--- src/rtl/gate_pkg.sv ---
// rtl/gate_pkg.sv - shared opcode encodings for the bitwise gate datapath
package gate_pkg;

   localparam int OP_W = 3;

   localparam logic [OP_W-1:0] GATE_AND  = 3'd0;
   localparam logic [OP_W-1:0] GATE_OR   = 3'd1;
   localparam logic [OP_W-1:0] GATE_NAND = 3'd2;
   localparam logic [OP_W-1:0] GATE_NOR  = 3'd3;
   localparam logic [OP_W-1:0] GATE_XOR  = 3'd4;
   localparam logic [OP_W-1:0] GATE_XNOR = 3'd5;
   localparam logic [OP_W-1:0] GATE_NOT  = 3'd6;
   localparam logic [OP_W-1:0] GATE_BUF  = 3'd7;

endpackage

--- src/rtl/gate_unit.sv ---
// rtl/gate_unit.sv - combinational bitwise gate evaluator, reused by gate-level blocks
module gate_unit
   import gate_pkg::*;
#(
   parameter int WIDTH = 1
) (
   input  logic [WIDTH-1:0] a,
   input  logic [WIDTH-1:0] b,
   input  logic [OP_W-1:0]  op,
   output logic [WIDTH-1:0] y
);

   always_comb begin
      y = '0;
      case (op)
         GATE_AND:  y = a & b;
         GATE_OR:   y = a | b;
         GATE_NAND: y = ~(a & b);
         GATE_NOR:  y = ~(a | b);
         GATE_XOR:  y = a ^ b;
         GATE_XNOR: y = ~(a ^ b);
         GATE_NOT:  y = ~a;
         GATE_BUF:  y = a;
         default:   y = '0;
      endcase
   end

endmodule

--- src/rtl/gate_eval_arbiter.sv ---
// rtl/gate_eval_arbiter.sv - round-robin sharing of one gate_unit among NUM_REQ requesters
module gate_eval_arbiter
   import gate_pkg::*;
#(
   parameter int NUM_REQ = 4,
   parameter int WIDTH   = 1,
   parameter int ID_W    = $clog2(NUM_REQ)
) (
   input  logic                     clk,
   input  logic                     rst,
   input  logic [NUM_REQ-1:0]       req_valid,
   output logic [NUM_REQ-1:0]       req_ready,
   input  logic [NUM_REQ*WIDTH-1:0] req_a,
   input  logic [NUM_REQ*WIDTH-1:0] req_b,
   input  logic [NUM_REQ*OP_W-1:0]  req_op,
   output logic                     rsp_valid,
   input  logic                     rsp_ready,
   output logic [WIDTH-1:0]         rsp_data,
   output logic [ID_W-1:0]          rsp_id
);

   logic [ID_W-1:0]    last_q, last_d;
   logic               valid_q, valid_d;
   logic [WIDTH-1:0]   data_q, data_d;
   logic [ID_W-1:0]    id_q, id_d;

   logic [ID_W-1:0]    shift;
   logic [NUM_REQ-1:0] rot, rot_sel, grant;
   logic [ID_W-1:0]    gidx;
   logic [WIDTH-1:0]   a_sel, b_sel, gate_y;
   logic [OP_W-1:0]    op_sel;
   logic               slot_free, xfer;

   // Rotate so the index after last grant sits at bit 0, keep the lowest set bit, rotate back.
   always_comb begin
      shift   = (last_q == ID_W'(NUM_REQ - 1)) ? '0 : last_q + 1'b1;
      rot     = NUM_REQ'({req_valid, req_valid} >> shift);
      rot_sel = rot & (~rot + 1'b1);
      grant   = NUM_REQ'(({rot_sel, rot_sel} << shift) >> NUM_REQ);
   end

   always_comb begin
      gidx   = '0;
      a_sel  = '0;
      b_sel  = '0;
      op_sel = GATE_AND;
      for (int i = 0; i < NUM_REQ; i++) begin
         if (grant[i]) begin
            gidx   = ID_W'(i);
            a_sel  = req_a[i*WIDTH +: WIDTH];
            b_sel  = req_b[i*WIDTH +: WIDTH];
            op_sel = req_op[i*OP_W +: OP_W];
         end
      end
   end

   gate_unit #(
      .WIDTH (WIDTH)
   ) u_gate (
      .a  (a_sel),
      .b  (b_sel),
      .op (op_sel),
      .y  (gate_y)
   );

   always_comb begin
      slot_free = !valid_q || rsp_ready;
      req_ready = (rst || !slot_free) ? '0 : grant;
      xfer      = |(req_valid & req_ready);
   end

   // A drain and a new transfer in the same cycle overwrite the slot with no bubble.
   always_comb begin
      last_d  = last_q;
      valid_d = valid_q;
      data_d  = data_q;
      id_d    = id_q;
      if (xfer) begin
         data_d  = gate_y;
         id_d    = gidx;
         valid_d = 1'b1;
         last_d  = gidx;
      end else if (rsp_ready) begin
         valid_d = 1'b0;
      end
   end

   always_ff @(posedge clk) begin
      if (rst) begin
         last_q  <= ID_W'(NUM_REQ - 1);
         valid_q <= 1'b0;
         data_q  <= '0;
         id_q    <= '0;
      end else begin
         last_q  <= last_d;
         valid_q <= valid_d;
         data_q  <= data_d;
         id_q    <= id_d;
      end
   end

   assign rsp_valid = valid_q;
   assign rsp_data  = data_q;
   assign rsp_id    = id_q;

endmodule

--- config.mk ---
export PLATFORM = sky130hd
export DESIGN_NAME = gate_eval_arbiter
export DESIGN_NICKNAME = d
export VERILOG_FILES = /design/src/rtl/gate_pkg.sv /design/src/rtl/gate_unit.sv /design/src/rtl/gate_eval_arbiter.sv
export SDC_FILE = /design/constraint.sdc
export NUM_CORES = 1
export LEC_CHECK = 0
export BUFFER_PORTS_ARGS = -buffer_cell sky130_fd_sc_hd__buf_2
export CAP_MARGIN = 10
export CORE_MARGIN = 8
export CORE_UTILIZATION = 30
export CTS_CLUSTER_SIZE = 40
export DETAILED_ROUTE_END_ITERATION = 12
export PLACE_DENSITY = 0.57
export RECOVER_POWER = 25
export SYNTH_ARGS = -nofsm -noshare
export SYNTH_HDL_FRONTEND = slang
export SYNTH_SLANG_ARGS = --single-unit
--- constraint.sdc ---
create_clock -name clk -period 9.8 [get_ports clk]
set_clock_uncertainty 0.2 [all_clocks]
set_input_delay 0 -clock clk [delete_from_list [all_inputs] [get_ports clk]]
set_output_delay 0 -clock clk [all_outputs]
set_load 0.01 [all_outputs]
==> results of run 1 <==
==> cell usage after synthesis, drive strengths merged, types with 2 or more instances <==
| master | n | area share (%) |
|---|---|---|
| ha | 3 | 3.8 |
| a21oi | 8 | 4.1 |
| o211ai | 2 | 1.5 |
| nand3b | 7 | 5.4 |
| nand2 | 12 | 4.6 |
| nand2b | 7 | 4.5 |
| dfxtp | 6 | 12 |
| a22oi | 4 | 3.1 |
| mux2i | 4 | 4.1 |
| nor2b | 6 | 3.8 |
| nor4b | 2 | 1.8 |
| nor2 | 9 | 3.4 |
| a211oi | 2 | 2.0 |
| inv | 10 | 3.8 |
| o31ai | 3 | 3.3 |
| a211o | 3 | 2.7 |
| o21ai | 10 | 7.0 |
| buf | 7 | 3.3 |
| or4b | 2 | 2.0 |
| o311ai | 2 | 1.8 |
==> layout make-up <==
class                           count  share of cell area (%)
Clock buffer                        3                    1.87
Inverter                           10                    3.11
Multi-Input combinational cell    104                    65.1
Sequential cell                     6                    9.95
Tap cell                           44                    4.56
Timing Repair Buffer               36                    15.4
==> stage by stage <==
step | hold slack (ns) | std cells
floorplan | -0.131 | 128
global placement | 0.0591 | 198
detailed placement | 0.0559 | 198
CTS | 0.0688 | 203
global route | 0.120 | 203
finish | 0.0711 | 203
==> report_power, final <==
part	switching, mW	internal [mW]	leakage, nW	total [mW]
sequential	0.0115	0.0360	0.0494	0.0475
combinational	0.270	0.205	0.438	0.475
clock	0.00898	0.0139	0.0138	0.0228
==> kinds of logic (layout without fill, tap and decap cells) <==
logic type	count (synthesis)	after routing	synth area share (%)
compound gates	47	47	41.6
fa+ha+maj	3	3	3.83
buf+inv	18	49	7.54
flops	6	6	12.3
mux	5	5	5.62
simple gates	49	49	29.1
==> routing by layer <==
metal	share of wire, %	wire, um
met1	46	1260
met2	46	1250
met3	8.2	225
met4	0	0
met5	0	0
==> state kept, by name, summed over array words and instances, names as in the netlist <==
register,cells
last_q,2
rsp_valid,1
rsp_data,1
rsp_id,2
==> repair_timing <==
item,in CTS,in global routing
buffers inserted,0,0
hold buffers,2,0
setup endpoints to repair,0,0
endpoints found under the hold margin,6,0
==> critical path, stage by stage, from the launching register on <==
cell	delay (ns)
dfxtp_1	0.59
ha_1	0.56
or3b_4	0.50
a2111oi_4	0.47
o31ai_2	0.14
a31oi_4	0.32
nand2b_1	0.09
a22oi_1	0.26
inv_1	0.08
ha_1	0.19
mux2i_1	0.17
mux2_4	0.32
o31ai_2	0.15
==> path summary, 6_finish.rpt <==
check,endpoint,slack [ns],start,cells after the start
setup / recovery,rsp_data,5.68,last_q[0],12
hold / removal,last_q[1],0.07,req_valid[3],3
hold reg to reg,rsp_id[1],0.28,rsp_id[1],2
setup reg to reg,rsp_data,5.68,last_q[0],12
==> qor.yml, run 1 <==
layout:
  syn_to_final_growth_pct: 23.2
  nNetsFinal: 191
  seqCellArea_sq_um: 120
  n_fill_cell: 327
  n_antenna_cell: 0
  drive_gt1_share_pct: 30.2
  final_cell_mix: "buf_2 (31), nand2_1 (12), inv_1 (10)"
  stdcell_area_sq_um: 1210
  multi_input_comb_area_sq_um: 786
  fin_util_pct: 39.2
  layout.cells.most_common: "buf_2"
timing:
  finalWorstSetupSlack_ns: 5.68
  worstMarginPinSlew_ns: 0.682
  max_slew_margin_pct: 54.6
  rsz0062_at_grt: "false"
  drv_slew: 0
  hold_viol_final: 0
  fmax_ghz: 0.243
  min_period_over_period_pct: 42.0
  period_needed_ns: 4.12
  setup_viol: 0
  setup-tns-final_ns: 0
route:
  drt-total-wl_um: 2730
  first_iter_violations: 76
  drc: 0
  avgRoutedWirePerCell_um: 13.5
  vias: 1037
  viasPerCell: 5.11
  drt_pass1_iterations: 4
  ant_nets: 0
placement:
  place_area_sq_um: 1170
  dp_slack_ns: 5.70
  gp_congestion: 0.784
  port-buffer-count: 34
  dp_hpwl_um: 2230
worst_setup_path:
  worstPathArrival_ns: 4.08
  cp-start-kind: "flip-flop"
  endpoint_kind: "flip-flop"
  path_max_fanout: 24
  path_class: "reg -> reg"
  critPathRequiredTime_ns: 9.76
clock_tree:
  postCtsResizedCells: 0
  cts_tree: "done"
  htree_levels: 1
  cts-root-buf: "clkbuf_4"
  max-clock-path-buffers: 2
  cts_buffers: 3
  clk_latency_ns: 0.24
  clk_pin_slew_ns: 0.05
  cts_sinks: 6
min_path:
  hold_path_class: "in -> reg"
floorplan:
  die-area_sq_um: 5350
  dieWidth_um: 73.1
  initial_core_util_pct: 31.8
  io_pins: 35
  row_count: 20
  coreArea_sq_um: 3080
  die_height_um: 73.1
synthesis:
  yosysWarnings: 0
  syn_nets: 158
  yosysSeqAreaShare_pct: 12.3
  synth_flop_cell: "dfxtp_1"
  synth_cell_type_count: 47
  synth-async-reset-ratio_pct: 0
  ys_seq_elements: 6
  syn_avg_cell_area_sq_um: 7.65
  syn_area_sq_um: 980
  syn-instance-count: 128
  synth_edf_count: 0
run_status:
  status: "finished, final reports clean"
grt:
  grt_pass1_vias: 1044
  grt_max_degree: 25
  overflow: 0
  met2_usage_pct: 16.5
  busiest_layer: "met2"
  met1_usage_pct: 12.9
  global_route.usage.met3_pct: 4.53
  grt_use_total_pct: 10.4
  grt_pass1_wl_um: 4560
  grt_antenna_before_repair: 0
pwr:
  p_leak_nw: 0.502
  peakVddDrop_mv: 0.224
  pwr_density_cell_nw_per_um2: 452
  p_total_uw: 545
flow_run:
  cap_violations: 0
Note: power is estimated with default switching activity, not from simulation.
==> run 2, diff against run 1 <==
Settings changed: PLACE_DENSITY 0.57 to 0.59.
Clock period 9.8 ns to 3.4 ns, I/O delays scaled along.
==> run 2 against run 1 <==
Worst hold slack gained 0.023 ns. First-iteration DRC count grew 26%. Highest routed layer is now met4. Sequential power grew to 2.7 times the previous value. Count of clock-buffer cells in the layout is the same. Critical endpoint unchanged. Final area grew 16%. Register-to-register slack lost 5.7 ns. Sequential share of layout area shrank 1.2 points. Cell count grew 8.9%. Total power grew to 3.7 times the previous value.
==> qor.yml, run 2 (synthesized netlist as in run 1, its figures left out) <==
timing:
  worst_hold_slack_ns: 0.0938
  setup_viol: 0
  fmax_ghz: 0.297
  drv_slew: 0
  rsz0062_at_grt: "true"
  worstMarginPinSlew_ns: 0.610
  min_period_over_period_pct: 99.1
  max_slew_margin_pct: 59.0
  hold_viol_final: 0
  period_needed_ns: 3.37
worst_setup_path:
  endpoint_kind: "flip-flop"
  path_depth: 12
  critPathRequiredTime_ns: 3.36
  r2r_setup_slack_ns: 0.03
  path_max_fanout: 8
  worstPathArrival_ns: 3.33
  path_cells: "ha_4, or3b_4, a2111oi_4, o31ai_2, a31oi_4, nand2b_1, a22oi_2, inv_1, ha_1, mux2i_1, mux2_4, o31ai_2"
  path_class: "reg -> reg"
  crit_buf_inv: 1
  timing.rr.end: "rsp_data"
  path_common_cell: "o31ai_2"
  cp_top_family: "compound AO/OA/AOI/OAI gates"
  r2r_cells: 12
  slowest_stage: "a2111oi_4"
  rr_startpoint: "last_q[0]"
  cpPeakStageDelay_ns: 0.49
  cp-start-kind: "flip-flop"
  crit_end: "rsp_data"
  crit_start: "last_q[0]"
placement:
  gp_congestion: 0.912
  dp_hpwl_um: 2550
  place_inst: 212
  port-buffer-count: 34
route:
  first_iter_violations: 96
  vias: 1140
  viasPerCell: 5.16
  drt-total-wl_um: 3110
  drc: 0
  ant_nets: 0
  avgRoutedWirePerCell_um: 14.0
  drt_pass1_iterations: 4
layout:
  nNetsFinal: 209
  instances_no_fill: 221
  final_cell_mix: "buf_2 (31), buf_4 (16), nand2_1 (12)"
  fin_util_pct: 45.7
  n_antenna_cell: 0
  drive_gt1_share_pct: 42.4
  syn_to_final_growth_pct: 43.4
  layout.cells.most_common: "buf_2"
grt:
  grt_pass1_vias: 1218
  grt_max_degree: 14
  grt_use_total_pct: 11.7
  overflow: 0
  grt_antenna_before_repair: 0
  grt_pass1_wl_um: 5200
pwr:
  peakVddDrop_mv: 0.799
  p_leak_nw: 0.596
  pwr_density_cell_nw_per_um2: 1430
  p_total_mw: 2.02
flow_run:
  cap_violations: 0
clock_tree:
  cts_buffers: 3
  clk_pin_slew_ns: 0.04
  cts-root-buf: "clkbuf_4"
  clk_latency_ns: 0.25
  cts_tree: "done"
  cts_sinks: 6
  max-clock-path-buffers: 2
  htree_levels: 1
floorplan:
  die_height_um: 73.1
  dieWidth_um: 73.1
  coreArea_sq_um: 3080
  die-area_sq_um: 5350
  io_pins: 35
  initial_core_util_pct: 31.8
  row_count: 20
run_status:
  status: "finished, final reports clean"
min_path:
  hold_path_class: "in -> reg"
[run 2: cell count changes in the layout (fill, tap and decap cells not counted), sizes merged]
cell and change:
buf +18
[run 2: how the worst min path moves through the flow]
stage	from	end	slack, ns	cells after the start
after global placement	rst	rsp_id[1]	0.05	2
final	req_valid[3]	last_q[1]	0.09	3
after floorplan	rst	rsp_valid	-0.13	1
after detailed placement	rst	rsp_valid	0.06	2
after CTS	req_valid[3]	last_q[1]	0.07	3
after global routing	req_valid[3]	last_q[1]	0.11	3
[run 2: worst min-delay path: stages]
cell,delay (ns)
buf_2,0.21
a22o_1,0.19
a211o_1,0.10
[run 2: repair_timing]
item	CTS	global route
pin swaps	2	6
cloned	0	0
setup endpoints to repair	1	1
hold buffers	2	0
setup buffers	0	4
gates resized for setup	4	10
endpoints found under the hold margin	6	0
[run 2: area by class of cell]
type / count / area [sq um]
multi-input combinational: 104 / 838
tap: 44 / 55.1
timing repair buffer: 54 / 329
sequential: 6 / 123
fill: 314 / 1670
inverter: 10 / 37.5
clock buffer: 3 / 22.5
[run 2: per-layer routing]
layer / vias up / share of wire, % / GRT usage [%]
li1: 574 / - / -
met1: 517 / 44 / 14.0
met2: 43 / 47 / 19.5
met3: 6 / 6.9 / 3.43
met4: 0 / 1.3 / 3.33
met5: - / 0 / 0
[run 2: stage by stage]
step / setup TNS (ns) / area [sq um] / setup slack [ns]
after floorplan: 0 / 980 / 0.0652
after global routing: -0.141 / 1410 / -0.127
after detailed placement: -0.123 / 1270 / -0.123
after global placement: -0.00873 / 1270 / -0.00873
after CTS: 0 / 1330 / 0.0269
final: 0 / 1410 / 0.0295
[run 2: report_power, final]
| part | leakage [nW] | internal, mW | switching, mW | total [mW] |
|---|---|---|---|---|
| combinational | 0.534 | 0.893 | 0.929 | 1.82 |
| clock | 0.0138 | 0.0399 | 0.0255 | 0.0654 |
| sequential | 0.0487 | 0.107 | 0.0215 | 0.128 |
